<file path="src/rtl/freq_div_ctrl.sv">
// freq_div_ctrl: run/stop and divisor controller for the programmable
// frequency divider. Owns the divide counter and the active divisor.
// Optional feature macro: FREQ_DIV_CTRL_PERIOD_CNT_EN adds period_count.
//
// Handshake: an update transfers on a rising clock_in edge where
// div_valid && div_ready. div_ready is simply !busy, so it is a registered
// signal. While div_ready is low the requester must hold div_valid and
// div_value stable; the request is not sampled until div_ready returns high.
module freq_div_ctrl #(
  parameter int CNT_W       = 10,
  parameter int DEFAULT_DIV = 2
) (
  input  logic             clock_in,
  input  logic             reset_n,
  input  logic             run,
  input  logic             div_valid,
  input  logic [CNT_W-1:0] div_value,
  output logic             div_ready,
  output logic             clock_out,
  output logic             tick,
  output logic [CNT_W-1:0] active_div,
  output logic             busy,
`ifdef FREQ_DIV_CTRL_PERIOD_CNT_EN
  output logic [15:0]      period_count,
`endif
  output logic [1:0]       state_dbg
);

  typedef enum logic [1:0] {
    IDLE = 2'd0,
    RUN  = 2'd1,
    STOP = 2'd2
  } state_t;

  localparam logic [CNT_W-1:0] DEF_DIV = CNT_W'(DEFAULT_DIV);
  localparam logic [CNT_W-1:0] MIN_DIV = CNT_W'(2);

  state_t           state_q, state_d;
  logic [CNT_W-1:0] cnt_q, cnt_d;
  logic [CNT_W-1:0] pend_q, pend_d;
  logic [CNT_W-1:0] div_d;
  logic             busy_d;
  logic             clk_d, tick_d;
  logic             wrap, accept, running_d;
  logic [CNT_W-1:0] clamped;

  assign wrap      = (cnt_q == (active_div - CNT_W'(1)));
  assign accept    = div_valid && !busy;
  assign clamped   = (div_value < MIN_DIV) ? MIN_DIV : div_value;
  assign div_ready = !busy;
  assign state_dbg = state_q;

  // Next-state, counter, divisor and output computation; outputs are derived
  // from the next counter so the registered clock_out lines up with counter.
  always_comb begin
    state_d   = state_q;
    cnt_d     = cnt_q;
    div_d     = active_div;
    busy_d    = busy;
    pend_d    = pend_q;
    running_d = 1'b0;
    clk_d     = 1'b0;
    tick_d    = 1'b0;

    // accept and apply never coincide: accept needs busy low, apply needs it high
    if (accept) begin
      pend_d = clamped;
      busy_d = 1'b1;
    end

    case (state_q)
      IDLE: begin
        cnt_d = '0;
        if (busy) begin
          div_d  = pend_q;
          busy_d = 1'b0;
        end
        if (run) state_d = RUN;
      end
      RUN, STOP: begin
        if (wrap) begin
          cnt_d = '0;
          if (busy) begin
            div_d  = pend_q;
            busy_d = 1'b0;
          end
        end else begin
          cnt_d = cnt_q + CNT_W'(1);
        end
        // a stop request only takes effect once the current period has ended
        if (run)       state_d = RUN;
        else if (wrap) state_d = IDLE;
        else           state_d = STOP;
      end
      default: state_d = IDLE;
    endcase

    running_d = (state_d != IDLE);
    clk_d     = running_d && (cnt_d < (div_d >> 1));
    tick_d    = running_d && (cnt_d == '0);
  end

  // State, counter, divisor, pending update and registered outputs
  always_ff @(posedge clock_in or negedge reset_n) begin
    if (!reset_n) begin
      state_q    <= IDLE;
      cnt_q      <= '0;
      pend_q     <= DEF_DIV;
      active_div <= DEF_DIV;
      busy       <= 1'b0;
      clock_out  <= 1'b0;
      tick       <= 1'b0;
    end else begin
      state_q    <= state_d;
      cnt_q      <= cnt_d;
      pend_q     <= pend_d;
      active_div <= div_d;
      busy       <= busy_d;
      clock_out  <= clk_d;
      tick       <= tick_d;
    end
  end

`ifdef FREQ_DIV_CTRL_PERIOD_CNT_EN
  // Count periods; advances together with each tick, holds while idle
  always_ff @(posedge clock_in or negedge reset_n) begin
    if (!reset_n)    period_count <= 16'd0;
    else if (tick_d) period_count <= period_count + 16'd1;
  end
`endif

endmodule

</file>
<file path="config.mk">
export PLATFORM = sky130hd
export DESIGN_NAME = freq_div_ctrl
export DESIGN_NICKNAME = d
export VERILOG_FILES = /design/src/rtl/freq_div_ctrl.sv
export SDC_FILE = /design/constraint.sdc
export NUM_CORES = 1
export LEC_CHECK = 0
export CAP_MARGIN = 15
export CORE_MARGIN = 10
export CORE_UTILIZATION = 35
export DETAILED_ROUTE_END_ITERATION = 8
export HOLD_SLACK_MARGIN = 0.05
export PLACE_DENSITY_LB_ADDON = 0.2
export SYNTH_ARGS = -nofsm -noshare
export SYNTH_HDL_FRONTEND = slang
export SYNTH_SLANG_ARGS = --single-unit
</file>
<file path="constraint.sdc">
create_clock -name clock_in -period 3.6 [get_ports clock_in]
set_input_delay 0.72 -clock clock_in [delete_from_list [all_inputs] [get_ports clock_in]]
set_output_delay 0.72 -clock clock_in [all_outputs]
set_load 0.01 [all_outputs]
</file>
After elaboration in Yosys (flattened, before gate mapping)
Cells that the tools add are included.
{"block": "word_totals", "register_bits": 35, "inputBits": 14, "out_inout_bits": 16, "word_cells": 40}
{"block": "op_classes", "n_addsub": 2, "order_cmp": 2, "n_eq_ne": 4, "muxes": 14, "n_reduce_logical": 10}
{"op": "$mux 10", "n": 4}
{"op": "$pmux 10 s2", "n": 2}
{"op": "$add 10x1->10 const B", "n": 1}
{"op": "$eq 10x10->1", "n": 1}
{"op": "$logic_not 10->1", "n": 1}
{"op": "$lt 10x2->1 const B", "n": 1}
{"op": "$lt 10x9->1", "n": 1}
{"op": "$sub 10x1->10 const B", "n": 1}
{"op": "$mux 2", "n": 3}
{"op": "$pmux 2 s2", "n": 1}
{"op": "$reduce_bool 2->1", "n": 2}
{"op": "$logic_and 1x1->1", "n": 3}
{"op": "$mux 1", "n": 3}
{"op": "$eq 2x1->1 const B", "n": 1}
{"op": "$eq 2x2->1 const B", "n": 1}
{"op": "$logic_not 2->1", "n": 1}
{"op": "$ne 2x2->1 const B", "n": 1}
{"op": "$pmux 1 s2", "n": 1}
{"op": "$reduce_and 2->1", "n": 1}
{"op": "$reduce_or 2->1", "n": 1}
{"op": "$logic_not 1->1", "n": 1}

Depth between registers and ports, before layout
{"block": "depth", "word_depth": 7, "mapped_depth": 19, "ltp_nobuf": 17}

Worst setup path after synthesis
OpenSTA, ideal clock, no wires.
{"block": "synth_path", "path_type": "reg2reg", "start": "register active_div[1]", "end": "register clock_out", "setup_ns": 0.077, "t_arrival_ns": 3.464, "required_time_ns": 3.523, "path_slack_ns": 0.059, "path_stages_with_launch": 20, "n_path_buf": 2, "period_less_slack_ns": 3.541, "path_cell_list": "dfstp_2 inv_1 ha_1 nor3b_1 a221o_1 nand2_1 o2111a_2 nand3_1 a21o_1 buf_6 buf_6 a22oi_1 ha_1 a21o_1 a21o_1 a21oi_1 o21ai_0 nor3_1 mux2i_1 a21oi_1"}
{"block": "synth_via", "elab_chain_cells": 7, "elab_cells_between_ends": 13, "classes_between": "add/sub: 1; order compare: 1; eq/ne: 1; mux: 8; reduce/logical: 2"}
{"element": "from (decl)", "line": "21", "text": "output logic [CNT_W-1:0] active_div,"}
{"element": "from (signal assigned)", "line": "117", "text": "active_div <= div_d;"}
{"element": "parallel branches: the longest is 6 deep, another holds $sub 10x1->10"}
{"element": "$logic_and 1x1->1 *", "line": "99", "text": "clk_d = running_d && (cnt_d < (div_d >> 1));"}
{"element": "via clk_d", "line": "43", "text": "logic clk_d, tick_d;"}
{"element": "to (signal assigned)", "line": "119", "text": "clock_out <= clk_d;"}
{"element": "to (decl)", "line": "19", "text": "output logic clock_out,"}
Mark *: on every way through the listed nets, which the timed path passes. The select of a mux whose other input is x is not followed.
A chain may end at the register's enable or synchronous reset.

Worst setup path in the final report
{"block": "layout_path", "start": "register active_div[1]", "end": "register clock_out"}
{"block": "layout_via", "elab_cells_between_ends": 13, "classes_between": "add/sub: 1; order compare: 1; eq/ne: 1; mux: 8; reduce/logical: 2"}
{"element": "$sub 10x1->10", "line": "47", "text": "assign wrap = (cnt_q == (active_div - CNT_W'(1)));"}
{"element": "$eq 10x10->1", "line": "47"}
{"element": "$mux 10", "line": "81", "text": "if (wrap) begin"}
{"element": "$pmux 10 s2", "line": "71", "text": "case (state_q)"}
{"element": "via cnt_d[3]", "line": "39", "text": "logic [CNT_W-1:0] cnt_q, cnt_d;"}
{"element": "$lt 10x9->1", "line": "99"}
{"element": "$logic_and 1x1->1", "line": "99"}
{"element": "via clk_d", "line": "43"}
The timed path passes the listed nets, and every way through them passes these cells. The select of a mux whose other input is x is not followed.

==> flow_summary.ini <==
[status]
outcome = completed

[timing]
setup_tns_ps = 0
timing.final.setup_violations = 0
hold_viol_final = 0
tightestPinTransition_ps = 815
hold-worst-slack_ps = 525
fin_crit_ps = 3520
fmax_mhz = 284
worst_skew_ps = 3.12
rsz0062_at_grt = true
slew_viol_final = 0
max-slew-margin-rel_pct = 45.7
final.setup.worst_slack_ps = 78.7
tcrit_tclk_final_pct = 97.8

[finish]
layout.nets = 341
area_used_by_multi_input_combinational_logic_mm2 = 0.00162
nFillCells = 667
share_of_final_layout_standard_cells_stronger_than_drive_strength_1_pct = 24.1
antenna_cells = 0
regArea_um2 = 878
final_instance_area_mm2 = 0.00328
area_growth_pct = 28.8

[detailed_routing]
drt_first_pass_iters = 4
dr_total_vias = 2257
post_drt_wl_per_cell_um = 17.9
antenna_violating_nets_post_route = 0
drt_iter0_markers = 116
post_detailed_route_via_to_cell_ratio = 5.44
drc_errors = 0
totalWireLength_mm = 7.44

[die]
pin_count = 30
floorplan.die.width_um = 105
floorplan.initialDensity_pct = 35.5
dieArea_mm2 = 0.0111
core_area_mm2 = 0.00718
rows = 31
die_y_extent_um = 105

[placed_design]
place.port_buffers = 29
globalplace.congestion = 0.866
post_dp_cell_area_mm2 = 0.00301
place.detailed.hpwl_mm = 5.68
post_placement_setup_slack_ps = -18.4

[pwr]
p_leak_nw = 1.36
cellPowerDensity_mw_per_mm2 = 883
power.ir.vdd_worst_uv = 331

[yosys]
synth.ff_latch_count = 35
synthesis.nets = 298
asyncSetResetFlopFracSynth_pct = 100
syn_inst = 272
synth.top_cell.area_share_pct = 32.4
synthesis.yosys.warnings = 0
synthFlopType = sky130_fd_sc_hd__dfrtp_1
number_of_distinct_library_cells_after_synthesis = 64
ys_top_cells_by_count = 33 x sky130_fd_sc_hd__dfrtp_1, 16 x sky130_fd_sc_hd__inv_1, 16 x sky130_fd_sc_hd__o21ai_0, 15 x sky130_fd_sc_hd__nand2_1, 14 x sky130_fd_sc_hd__nor2_1
synthMostInstantiatedCell = sky130_fd_sc_hd__dfrtp_1
synth.cell_area_mm2 = 0.00255
ys_top_cells_by_area = sky130_fd_sc_hd__dfrtp_1 32%, sky130_fd_sc_hd__ha_1 5.9%, sky130_fd_sc_hd__mux2_2 3.5%, sky130_fd_sc_hd__a22o_1 3.4%, sky130_fd_sc_hd__o21ai_0 3.1%
synth_enable_flop_cells = 0
synth.largest_area_cell = sky130_fd_sc_hd__dfrtp_1
ys_seq_area_share_pct = 34.5
syn_area_per_cell_um2 = 9.37

[global_route]
antenna_found_initial = 0
via_count_of_the_first_global_routing_pass = 2248
grt_overflow_total = 0
first_pass_grt_wire_length_mm = 12.1
grt.total_usage_pct = 13.2
maximum_number_of_pins_on_one_net_before_global_route_repair = 36

[worst_setup_path]
startpoint_type = flip-flop
worstPathMaxFanout = 6
criticalPathCategory = reg -> reg
worst_ep_required_time_ps = 3810
cp_capture_type = flip-flop
critPathLaunch = active_div[1]$_DFF_PN1_
worst-endpoint-arrival_ps = 3730
worst_r2r_start = active_div[1]$_DFF_PN1_

[cts]
tritoncts = built
cts_inserted_buffers = 5
cts_max_path_buffers = 2
holdBufCountCts = 0
cts.sink_count = 35
htree_num_levels = 2
cts.root.buffer_cell = sky130_fd_sc_hd__clkbuf_8
cts.clk_slew.worst_paths_ps = 80
clock_insertion_delay_worst_skew_ps = 290

[run]
count_of_maximum_capacitance_violations = 0

[hold_path]
min-delay-path-class = in -> async
==> through the flow <==
step	util [%]	total power, W	cells
after detailed placement	41.9	0.00232	404
final	45.7	0.00290	415
after floorplan	-	0.00178	272
after global placement	41.9	0.00233	404
after CTS	44.0	0.00277	412
after global routing	45.7	0.00311	415
==> flip-flops by register name (all words and copies together), names as in the netlist <==
signal	flops
tick	1
active_div	10
pend_q	10
cnt_q	10
busy	1
state_dbg	2
clock_out	1
==> final timing paths <==
| kind | end | slack [ps] | cells after the start |
|---|---|---|---|
| hold / removal | active_div[5]$_DFF_PN0_ | 530 | 1 |
| hold reg to reg | pend_q[0]$_DFFE_PN0P_ | 540 | 2 |
| max in group asynchronous | tick$_DFF_PN0_ | 2560 | 1 |
| setup / recovery | clock_out$_DFF_PN0_ | 80 | 17 |
| setup reg to reg | clock_out$_DFF_PN0_ | 80 | 17 |
| min in group clock_in | pend_q[0]$_DFFE_PN0P_ | 540 | 2 |
==> critical path, cell delays in order, from the launching register on <==
cell and delay, ps:
sky130_fd_sc_hd__dfstp_2 590, sky130_fd_sc_hd__inv_2 60, sky130_fd_sc_hd__ha_4 160, sky130_fd_sc_hd__nor3b_4 150, sky130_fd_sc_hd__a221o_1 370, sky130_fd_sc_hd__nand2_2 90, sky130_fd_sc_hd__o2111a_2 270, sky130_fd_sc_hd__a21oi_4 100
sky130_fd_sc_hd__a21o_2 230, sky130_fd_sc_hd__a22o_4 250, sky130_fd_sc_hd__ha_4 240, sky130_fd_sc_hd__a21o_1 150, sky130_fd_sc_hd__a21o_1 160, sky130_fd_sc_hd__a21oi_2 130, sky130_fd_sc_hd__o21ai_2 80, sky130_fd_sc_hd__nor3_2 180
sky130_fd_sc_hd__mux2i_1 90, sky130_fd_sc_hd__a21oi_1 150
==> report_power, final <==
group / switching, W / internal (W)
sequential: 0.000179 / 0.000542
clock: 0.000150 / 0.000277
combinational: 0.000899 / 0.000849
total: 0.00123 / 0.00167
==> metal layers <==
metal	GRT usage, %	share of wire, %	vias up
li1	-	-	1113
met1	17.2	45	1085
met2	21.3	48	53
met3	3.17	5.9	6
met4	3.73	1.3	0
met5	0	0	-
==> final cells by class <==
class                   count  area share (%)
inverters                  16            1.83
repair buffers             53            14.2
multi-input cells         204            49.4
flip-flops and latches     35            26.8
clock buffers               6            2.21
well taps                  99            3.77
clock inverters             2            1.83
==> kinds of logic after synthesis <==
family          synth area share, %
buf+inv                        6.58
xor+xnor                       3.78
flops                          34.5
simple gates                   18.7
compound gates                 26.2
mux                            4.32
fa+ha+maj                      5.89
==> what timing repair did <==
| action | CTS | global route |
|---|---|---|
| gates resized for setup | 3 | 20 |
| buffers inserted | 0 | 3 |
| pin swaps | 2 | 13 |
| setup endpoints to repair | 1 | 1 |
==> cells in the final DEF (no fill, tap or decap), types with 3 or more instances in the layout <==
master                             n
sky130_fd_sc_hd__a21o_1            4
sky130_fd_sc_hd__a21oi_1           9
sky130_fd_sc_hd__a22o_1            9
sky130_fd_sc_hd__a22oi_1           6
sky130_fd_sc_hd__and2_1            3
sky130_fd_sc_hd__and3b_1           3
sky130_fd_sc_hd__buf_4            24
sky130_fd_sc_hd__clkbuf_8          5
sky130_fd_sc_hd__clkdlybuf4s50_1  28
sky130_fd_sc_hd__dfrtp_1          33
sky130_fd_sc_hd__ha_1             10
sky130_fd_sc_hd__inv_1            15
sky130_fd_sc_hd__mux2_2            8
sky130_fd_sc_hd__nand2_1          14
sky130_fd_sc_hd__nand3_1           9
sky130_fd_sc_hd__nand4_1           3
sky130_fd_sc_hd__nor2_1           13
sky130_fd_sc_hd__nor2b_1           4
sky130_fd_sc_hd__nor3_1            6
sky130_fd_sc_hd__o2111ai_1         3
sky130_fd_sc_hd__o211ai_1          3
sky130_fd_sc_hd__o21ai_0          15
sky130_fd_sc_hd__o22ai_1           3
sky130_fd_sc_hd__or2_2             3
sky130_fd_sc_hd__xnor2_1           8
sky130_fd_sc_hd__xor2_1            3
No activity file was read; power rests on OpenSTA's default activity.
